--- config.mk ---
export PLATFORM = sky130hd
export DESIGN_NAME = mips_io_port
export DESIGN_NICKNAME = d
export VERILOG_FILES = /design/src/rtl/mips_io_port.sv
export SDC_FILE = /design/constraint.sdc
export NUM_CORES = 1
export LEC_CHECK = 0
export CAP_MARGIN = 20
export CORE_ASPECT_RATIO = 0.7
export CORE_MARGIN = 3
export CORE_UTILIZATION = 25
export CTS_CLUSTER_SIZE = 24
export DETAILED_ROUTE_END_ITERATION = 16
export PLACE_DENSITY = 0.49
export SLEW_MARGIN = 25
export SYNTH_ARGS = -nofsm -noshare
export SYNTH_HDL_FRONTEND = slang
export SYNTH_SLANG_ARGS = --single-unit
--- constraint.sdc ---
create_clock -name clk -period 6.33 [get_ports clk]
set_clock_uncertainty 0.15 [all_clocks]
set_input_delay 1.5825 -clock clk [delete_from_list [all_inputs] [get_ports clk]]
set_output_delay 1.5825 -clock clk [all_outputs]
set_load 0.03 [all_outputs]
--- src/rtl/mips_io_port.sv ---
// rtl/mips_io_port.sv - Host/CPU byte port: 4-deep RX FIFO with interrupt handshake, TX holding register.
// Optional ack timeout enabled by defining IO_PORT_TIMEOUT_EN.
module mips_io_port (
    input  logic       clk,
    input  logic       reset,
    input  logic       host_wr_valid,
    input  logic [7:0] host_wr_data,
    output logic       host_wr_ready,
    output logic [7:0] data_in,
    output logic       interrupt,
    input  logic       int_ack,
    input  logic [7:0] data_out,
    input  logic       out_strobe,
    output logic       host_rd_valid,
    output logic [7:0] host_rd_data,
    input  logic       host_rd_ready,
    output logic       overrun,
    output logic       int_timeout
);

    typedef enum logic [1:0] {
        ST_IDLE    = 2'd0,
        ST_ASSERT  = 2'd1,
        ST_HOLDOFF = 2'd2
    } state_t;

    state_t      state_q, state_d;
    logic [7:0]  mem_q [4];
    logic [7:0]  mem_d [4];
    logic [1:0]  wr_ptr_q, wr_ptr_d;
    logic [1:0]  rd_ptr_q, rd_ptr_d;
    logic [2:0]  count_q, count_d;
    logic        hold_valid_q, hold_valid_d;
    logic [7:0]  hold_data_q, hold_data_d;
    logic        overrun_q, overrun_d;
    logic        push;
    logic        pop;
    logic        timeout_hit;

    // Ready is a function of the registered count only, so a full FIFO
    // refuses a push even when a pop happens in the same cycle.
    assign host_wr_ready = (count_q != 3'd4);
    assign push          = host_wr_valid & host_wr_ready;
    assign pop           = (state_q == ST_ASSERT) & int_ack;
    assign data_in       = (count_q != 3'd0) ? mem_q[rd_ptr_q] : 8'h00;
    assign interrupt     = (state_q == ST_ASSERT);
    assign host_rd_valid = hold_valid_q;
    assign host_rd_data  = hold_data_q;
    assign overrun       = overrun_q;

`ifdef IO_PORT_TIMEOUT_EN
    logic [7:0] to_cnt_q, to_cnt_d;
    logic       int_timeout_q, int_timeout_d;

    assign timeout_hit = (state_q == ST_ASSERT) & ~int_ack & (to_cnt_q == 8'd254);
    assign int_timeout = int_timeout_q;

    always_comb begin
        to_cnt_d      = to_cnt_q;
        int_timeout_d = int_timeout_q | timeout_hit;
        if (state_q == ST_IDLE) begin
            to_cnt_d = 8'd0;
        end else if (state_q == ST_ASSERT) begin
            to_cnt_d = to_cnt_q + 8'd1;
        end
    end

    always_ff @(posedge clk or negedge reset) begin
        if (!reset) begin
            to_cnt_q      <= 8'd0;
            int_timeout_q <= 1'b0;
        end else begin
            to_cnt_q      <= to_cnt_d;
            int_timeout_q <= int_timeout_d;
        end
    end
`else
    assign timeout_hit = 1'b0;
    assign int_timeout = 1'b0;
`endif

    always_comb begin
        state_d = state_q;
        case (state_q)
            ST_IDLE:    if (count_q != 3'd0) state_d = ST_ASSERT;
            ST_ASSERT:  if (int_ack || timeout_hit) state_d = ST_HOLDOFF;
            ST_HOLDOFF: state_d = ST_IDLE;
            default:    state_d = ST_IDLE;
        endcase
    end

    always_comb begin
        mem_d    = mem_q;
        wr_ptr_d = wr_ptr_q;
        rd_ptr_d = rd_ptr_q;
        count_d  = count_q + {2'b00, push} - {2'b00, pop};
        if (push) begin
            mem_d[wr_ptr_q] = host_wr_data;
            wr_ptr_d        = wr_ptr_q + 2'd1;
        end
        if (pop) begin
            rd_ptr_d = rd_ptr_q + 2'd1;
        end
    end

    // A strobe into a stalled holding register is dropped and flagged.
    always_comb begin
        hold_valid_d = hold_valid_q;
        hold_data_d  = hold_data_q;
        overrun_d    = overrun_q;
        if (out_strobe && (!hold_valid_q || host_rd_ready)) begin
            hold_valid_d = 1'b1;
            hold_data_d  = data_out;
        end else if (out_strobe) begin
            overrun_d = 1'b1;
        end else if (hold_valid_q && host_rd_ready) begin
            hold_valid_d = 1'b0;
        end
    end

    always_ff @(posedge clk) begin
        mem_q <= mem_d;
    end

    always_ff @(posedge clk or negedge reset) begin
        if (!reset) begin
            state_q      <= ST_IDLE;
            wr_ptr_q     <= 2'd0;
            rd_ptr_q     <= 2'd0;
            count_q      <= 3'd0;
            hold_valid_q <= 1'b0;
            hold_data_q  <= 8'h00;
            overrun_q    <= 1'b0;
        end else begin
            state_q      <= state_d;
            wr_ptr_q     <= wr_ptr_d;
            rd_ptr_q     <= rd_ptr_d;
            count_q      <= count_d;
            hold_valid_q <= hold_valid_d;
            hold_data_q  <= hold_data_d;
            overrun_q    <= overrun_d;
        end
    end

endmodule
======== Yosys cells after proc, flatten, opt, wreduce, memory -nomap -nowiden ========
Cells that the tools add are included.
operators by class
  bitwise operators ....................... 5
  eq/ne operators ......................... 5
  reduce and logical (&&, ||, !) cells .... 11
  order comparisons ....................... 3
  add/sub/neg operators ................... 4
  mux-type cells .......................... 13
operator list
  cell                 number
  $bwmux 32            1
  $mux 8               4
  $bmux 8 s2           1
  $demux 8 s2          1
  $ge 3x3->1 const B   2
  $not 2->3            2
  $reduce_and 2->1     3
  $add 2x1->2 const B  2
  $mux 2               2
  $ne 2x1->1 const B   2
  $pmux 2 s2           1
  $add 3x1->3          1
  $logic_and 1x1->1    3
  $lt 3x1->1 const B   1
  $mux 1               3
  $ne 3x3->1 const B   1
  $reduce_bool 3->1    1
  $sub 3x1->3          1
  $and 1x1->1          2
  $eq 2x1->1 const B   1
  $logic_not 2->1      1
  $ne 2x2->1 const B   1
  $reduce_bool 2->1    1
  $logic_not 1->1      1
  2 further kinds      2
storage, ports and cells
  input port bits ......................... 22
  flip-flop bits (word level) ............. 51
  output and inout bits ................... 21
  word-level logic and storage cells ...... 52

======== Longest topological paths before layout ========
  depth after elaboration ................. 6
  gate-level depth with buffers ........... 9
  gate-level depth less buffers ........... 9

======== Worst setup path before layout ========
Ideal clock, no wire load.
  kind .................................... input port to flip-flop
  from .................................... in int_ack
  to ...................................... reg count_q[2]
  buffers on the path ..................... 0
  setup time .............................. 0.123 ns
  path slack .............................. 3.182 ns
  required time ........................... 6.057 ns
  data arrival time ....................... 2.875 ns
  stages on the path ...................... 7
  path through ............................ and3b_1 -> ha_1 -> inv_1 -> ha_1 -> fa_1 -> xnor2_1 -> xnor2_1
between the ends
  word-level cells in the longest chain between the ends .. 2
RTL lines
  what                  RTL line  source
  from (decl)           11        input logic int_ack,
  $and 1x1->1           44        assign pop = (state_q == ST_ASSERT) & int_ack;
  $sub 3x1->3           96        count_d = count_q + {2'b00, push} - {2'b00, pop};
  named net count_d[2]  32        logic [2:0] count_q, count_d;
  to (signal assigned)  138       count_q <= count_d;
  to (decl)             32
The timed path passes the listed nets, and every way through them passes these cells.
A chain may end at the register's enable or synchronous reset.

======== Worst setup path after layout ========
  from .................................... reg rd_ptr_q[0]
  to ...................................... out data_in[1]
between the ends
  word-level cells in the longest chain between the ends .. 5
RTL lines
  what                                       RTL line  source
  from (decl)                                31        logic [1:0] rd_ptr_q, rd_ptr_d;
  from (signal assigned)                     137       rd_ptr_q <= rd_ptr_d;
  $not 2->3 (implied by the code)            45        assign data_in = (count_q != 3'd0) ? mem_q[rd_ptr_q] : 8'h00;
  $bmux 8 s2                                 45
  $mux 8 (implied by the code) (2 in a row)  45
  $mux 8                                     45
  to (decl)                                  9         output logic [7:0] data_in,
No other way between the ends. The select of a mux whose other input is x is not followed.

==> summary.md <==
| Metric | Value |
|---|---|
| # port buffers | `41` |
| Initial Utilization | `0.260` |
| Sequential area share after synthesis | `0.692` |
| Hold Crit Class | `flip-flop to flip-flop` |
| Final nets | `190` |
| Synth Area in Adders | `0.0458` |
| Number of I/O pins | `43` |
| Slowest-stage cell, CP | `dfrtp_1` |
| Post-synth cell types | `25` |
| CTS Buf Count | `5` |
| Max stage delay on crit path | `~0.72 ns` |
| # H-tree levels | `2` |
| Seq pwr share | `0.405` |
| Worst path depth | `3` |
| Cell type with the largest total area after synthesis | `edfxtp_1` |
| CTS Buffer Depth | `2` |
| Worst Max-Slew Pin Slew | `0.879 ns` |
| Mapped Cells | `116` |
| TritonCTS clock tree | `done` |
| WP data required | `4.60 ns` |
| CP Max Fanout | `10` |
| Total track usage | `0.0869` |
| Antenna cells | `0` |
| Area growth from synthesis to final layout | `32.3%` |
| Synth Area in Simple Gates | `0.0736` |
| Top Metal Used | `met4` |
| Power density cells | `455 nW/um^2` |
| Delay-heaviest family, CP | `flip-flops` |
| Fin crit period | `4.11 ns` |
| Drc violations | `0` |
| Rows | `27` |
| WP buf/inv | `1` |
| DIE AREA | `between 9000 and 10,000 sq um` |
| Hold Slack | `0.336 ns` |
| Pre-antenna DRT Iters | `4` |
| Static leakage | `1.02 nW` |
| Worst r2r src | `count_q[2]` |
| Setup total negative slack | `0 ns` |
| Final period util | `0.649` |
| CTS Sinks | `51` |
| Post-synthesis compound-gate area fraction | `0.00724` |
| Depth of the most critical reg-to-reg path | `9` |
| Synth warn | `0` |
| Clock Pin Slew Worst Setup and Hold Paths | `0.07 ns` |
| Clk_lat worst skew | `~0.29 ns` |
| CP endpoint | `data_in[1]` |
| Layout cell share with drive strength beyond 1 | `0.191` |
| CP arrival | `about 2.4 ns` |
| WL/cell | `15.0 um` |
| Syn Nets | `roughly 150` |
| Run status | `complete, no violations` |
| Worst R2R Setup Slack | `~4 ns` |
| Switching Fraction | `0.341` |
| Largest family of logic cells by synthesized area | `multiplexers` |
| Fmax | `243 MHz` |
| Chip Width | `115 um` |
| Post-CTS sizing | `0` |
| Die height | `82.2 um` |
| Met3 wire len | `156 um` |
| Vias | `roughly 1.1k` |
| Rel. slew slack | `0.412` |
| Area share of the largest cell type after synthesis | `0.463` |
| CTS Root Cell | `clkbuf_16` |
| Max Cap Viol | `0` |
| Final WL | `3.95 mm` |
| Combinational fraction of design power | `0.385` |
| Synth Register Bits | `51` |
| Grt ovf | `0` |
| CP Capture Type | `output port` |
| Global-route wire length before repair | `6.09 mm` |
| DP HPWL | `2.96 mm` |
| Slew Viols, Final | `0` |
| Final setup viols | `0` |
| Number of vias per cell | `4.12` |
| Clock power frac | `0.210` |
| CP startpoint kind | `flip-flop` |
| Post-CTS setup buffer count | `0` |
| Worst vdd ir | `0.196 mV` |
| Post-Syn Area per Cell | `17.9 sq um` |
| Hold_buf cts | `0` |
| Core Box Area | `7970 sq um` |
| Largest net degree at the start of global routing | `20` |
| Largest cells by area after synthesis | `edfxtp_1 46%, dfrtp_1 23%, mux4_2 8.7%, mux2_2 4.3%, ha_1 3.6%` |
| Antenna Violating Nets Remaining | `0` |
| CP startpoint | `rd_ptr_q[0]` |
| Final hold violations | `0` |
| GP Congestion | `0.694` |
| Internal power | `about 0.8 mW` |
| Starting DRT DRC Count | `45` |
| Worst r2r dst | `count_q[2]` |
| Sw power | `~0.43 mW` |
| WL met2 | `around 1.9 mm` |
| Post-synthesis xor/xnor area fraction | `0.0211` |
| Critical path cell sequence | `mux4_2 > nor2b_1 > clkdlybuf4s50_1` |
| RSZ-0062 raised after global routing | `no` |
| Initial antenna violation count | `0` |
| Vias in the first global route | `1,155` |
| M1 WL | `about 1.8 mm` |
| Synthesized cell area | `2070 sq um` |
| Multiplexer area fraction after synthesis | `0.138` |
| Hold wc startpoint | `state_q[1]` |
| Critical path class | `flip-flop to output port` |
==> layout by cell type, fill, tap and decap left out, drive strengths merged <==
master         instances
a211oi                 1
or3b                   1
ha                     6
nand2                  3
inv                    8
fa                     1
conb                   1
mux2                   9
nand2b                 1
mux4                   8
nor2b                  9
and3b                  2
and2                   1
o21bai                 1
xnor2                  4
nor4                   1
clkbuf                 6
nor3                   1
and3                   4
xor2                   1
edfxtp                32
clkinvlp               1
dfrtp                 19
clkdlybuf4s50         41
==> cell usage after synthesis <==
master and instances:
edfxtp_1 32, nand2b_1 1, nor2b_1 9, o21bai_1 1
buf_2 1, nor4_1 1, conb_1 1, or3b_4 1
nand2_1 3, a211oi_1 1, and3b_1 2, fa_1 1
dfrtp_1 19, mux4_2 8, buf_4 1, xor2_1 1
clkbuf_1 1, ha_1 6, and2_4 1, xnor2_1 4
and3_2 4, mux2_4 1, mux2_2 8, nor3_1 1
inv_1 7
==> routing by layer <==
layer / vias to the layer above / global-route usage
li1: 516 / -
met4: 0 / 0.0246
met2: 22 / 0.135
met3: 2 / 0.0269
met5: - / 0
met1: 543 / 0.119
==> final cells by class <==
cell class	instances	area, sq um
clock inverters	2	16.3
flip-flops and latches	51	1440
fillers	769	5230
inverters	7	26.3
repair buffers	41	410
well taps	101	126
clock buffers	6	129
multi-input cells	55	601
==> metrics by stage <==
stage	setup slack [ns]	area [sq um]	instances	total power [mW]	util
6_report	2.22	2750	263	1.25	0.344
5_1_grt	2.05	2750	263	1.33	0.344
4_1_cts	2.15	2750	263	1.27	0.344
3_5_place_dp	2.48	2600	255	1.00	0.326
3_3_place_gp	2.42	2590	255	0.983	0.325
2_1_floorplan	3.18	2070	116	0.812	-
==> power by group through the flow <==
stage / registers (mW) / logic, mW / clock network (mW)
floorplan: 0.488 / 0.324 / 0
global placement: 0.507 / 0.476 / 0
detailed placement: 0.515 / 0.487 / 0
CTS: 0.509 / 0.491 / 0.270
global route: 0.521 / 0.520 / 0.284
finish: 0.506 / 0.481 / 0.263
==> how the worst min path moves through the flow <==
stage / slack, ns / cells after the start / endpoint
finish: 0.34 / 1 / state_q[0]
global route: 0.37 / 1 / host_rd_data[1]
CTS: 0.34 / 1 / state_q[0]
detailed placement: 0.33 / 1 / state_q[0]
global placement: 0.31 / 1 / overrun
floorplan: 0.28 / 1 / state_q[0]
==> state kept, by name (all words and copies together), names as in the netlist <==
register / count
mem_q: 32
host_rd_data: 8
count_q: 3
rd_ptr_q: 2
state_q: 2
wr_ptr_q: 2
host_rd_valid: 1
overrun: 1
==> logic make-up after synthesis <==
family	after synthesis
AND/OR/NAND/NOR	23
flip-flops	51
other	1
AO/OA/AOI/OAI	2
buffers and inverters	10
XOR/XNOR	5
multiplexers	17
adder cells (fa/ha/maj)	7
No activity file was read; power rests on OpenSTA's default activity.
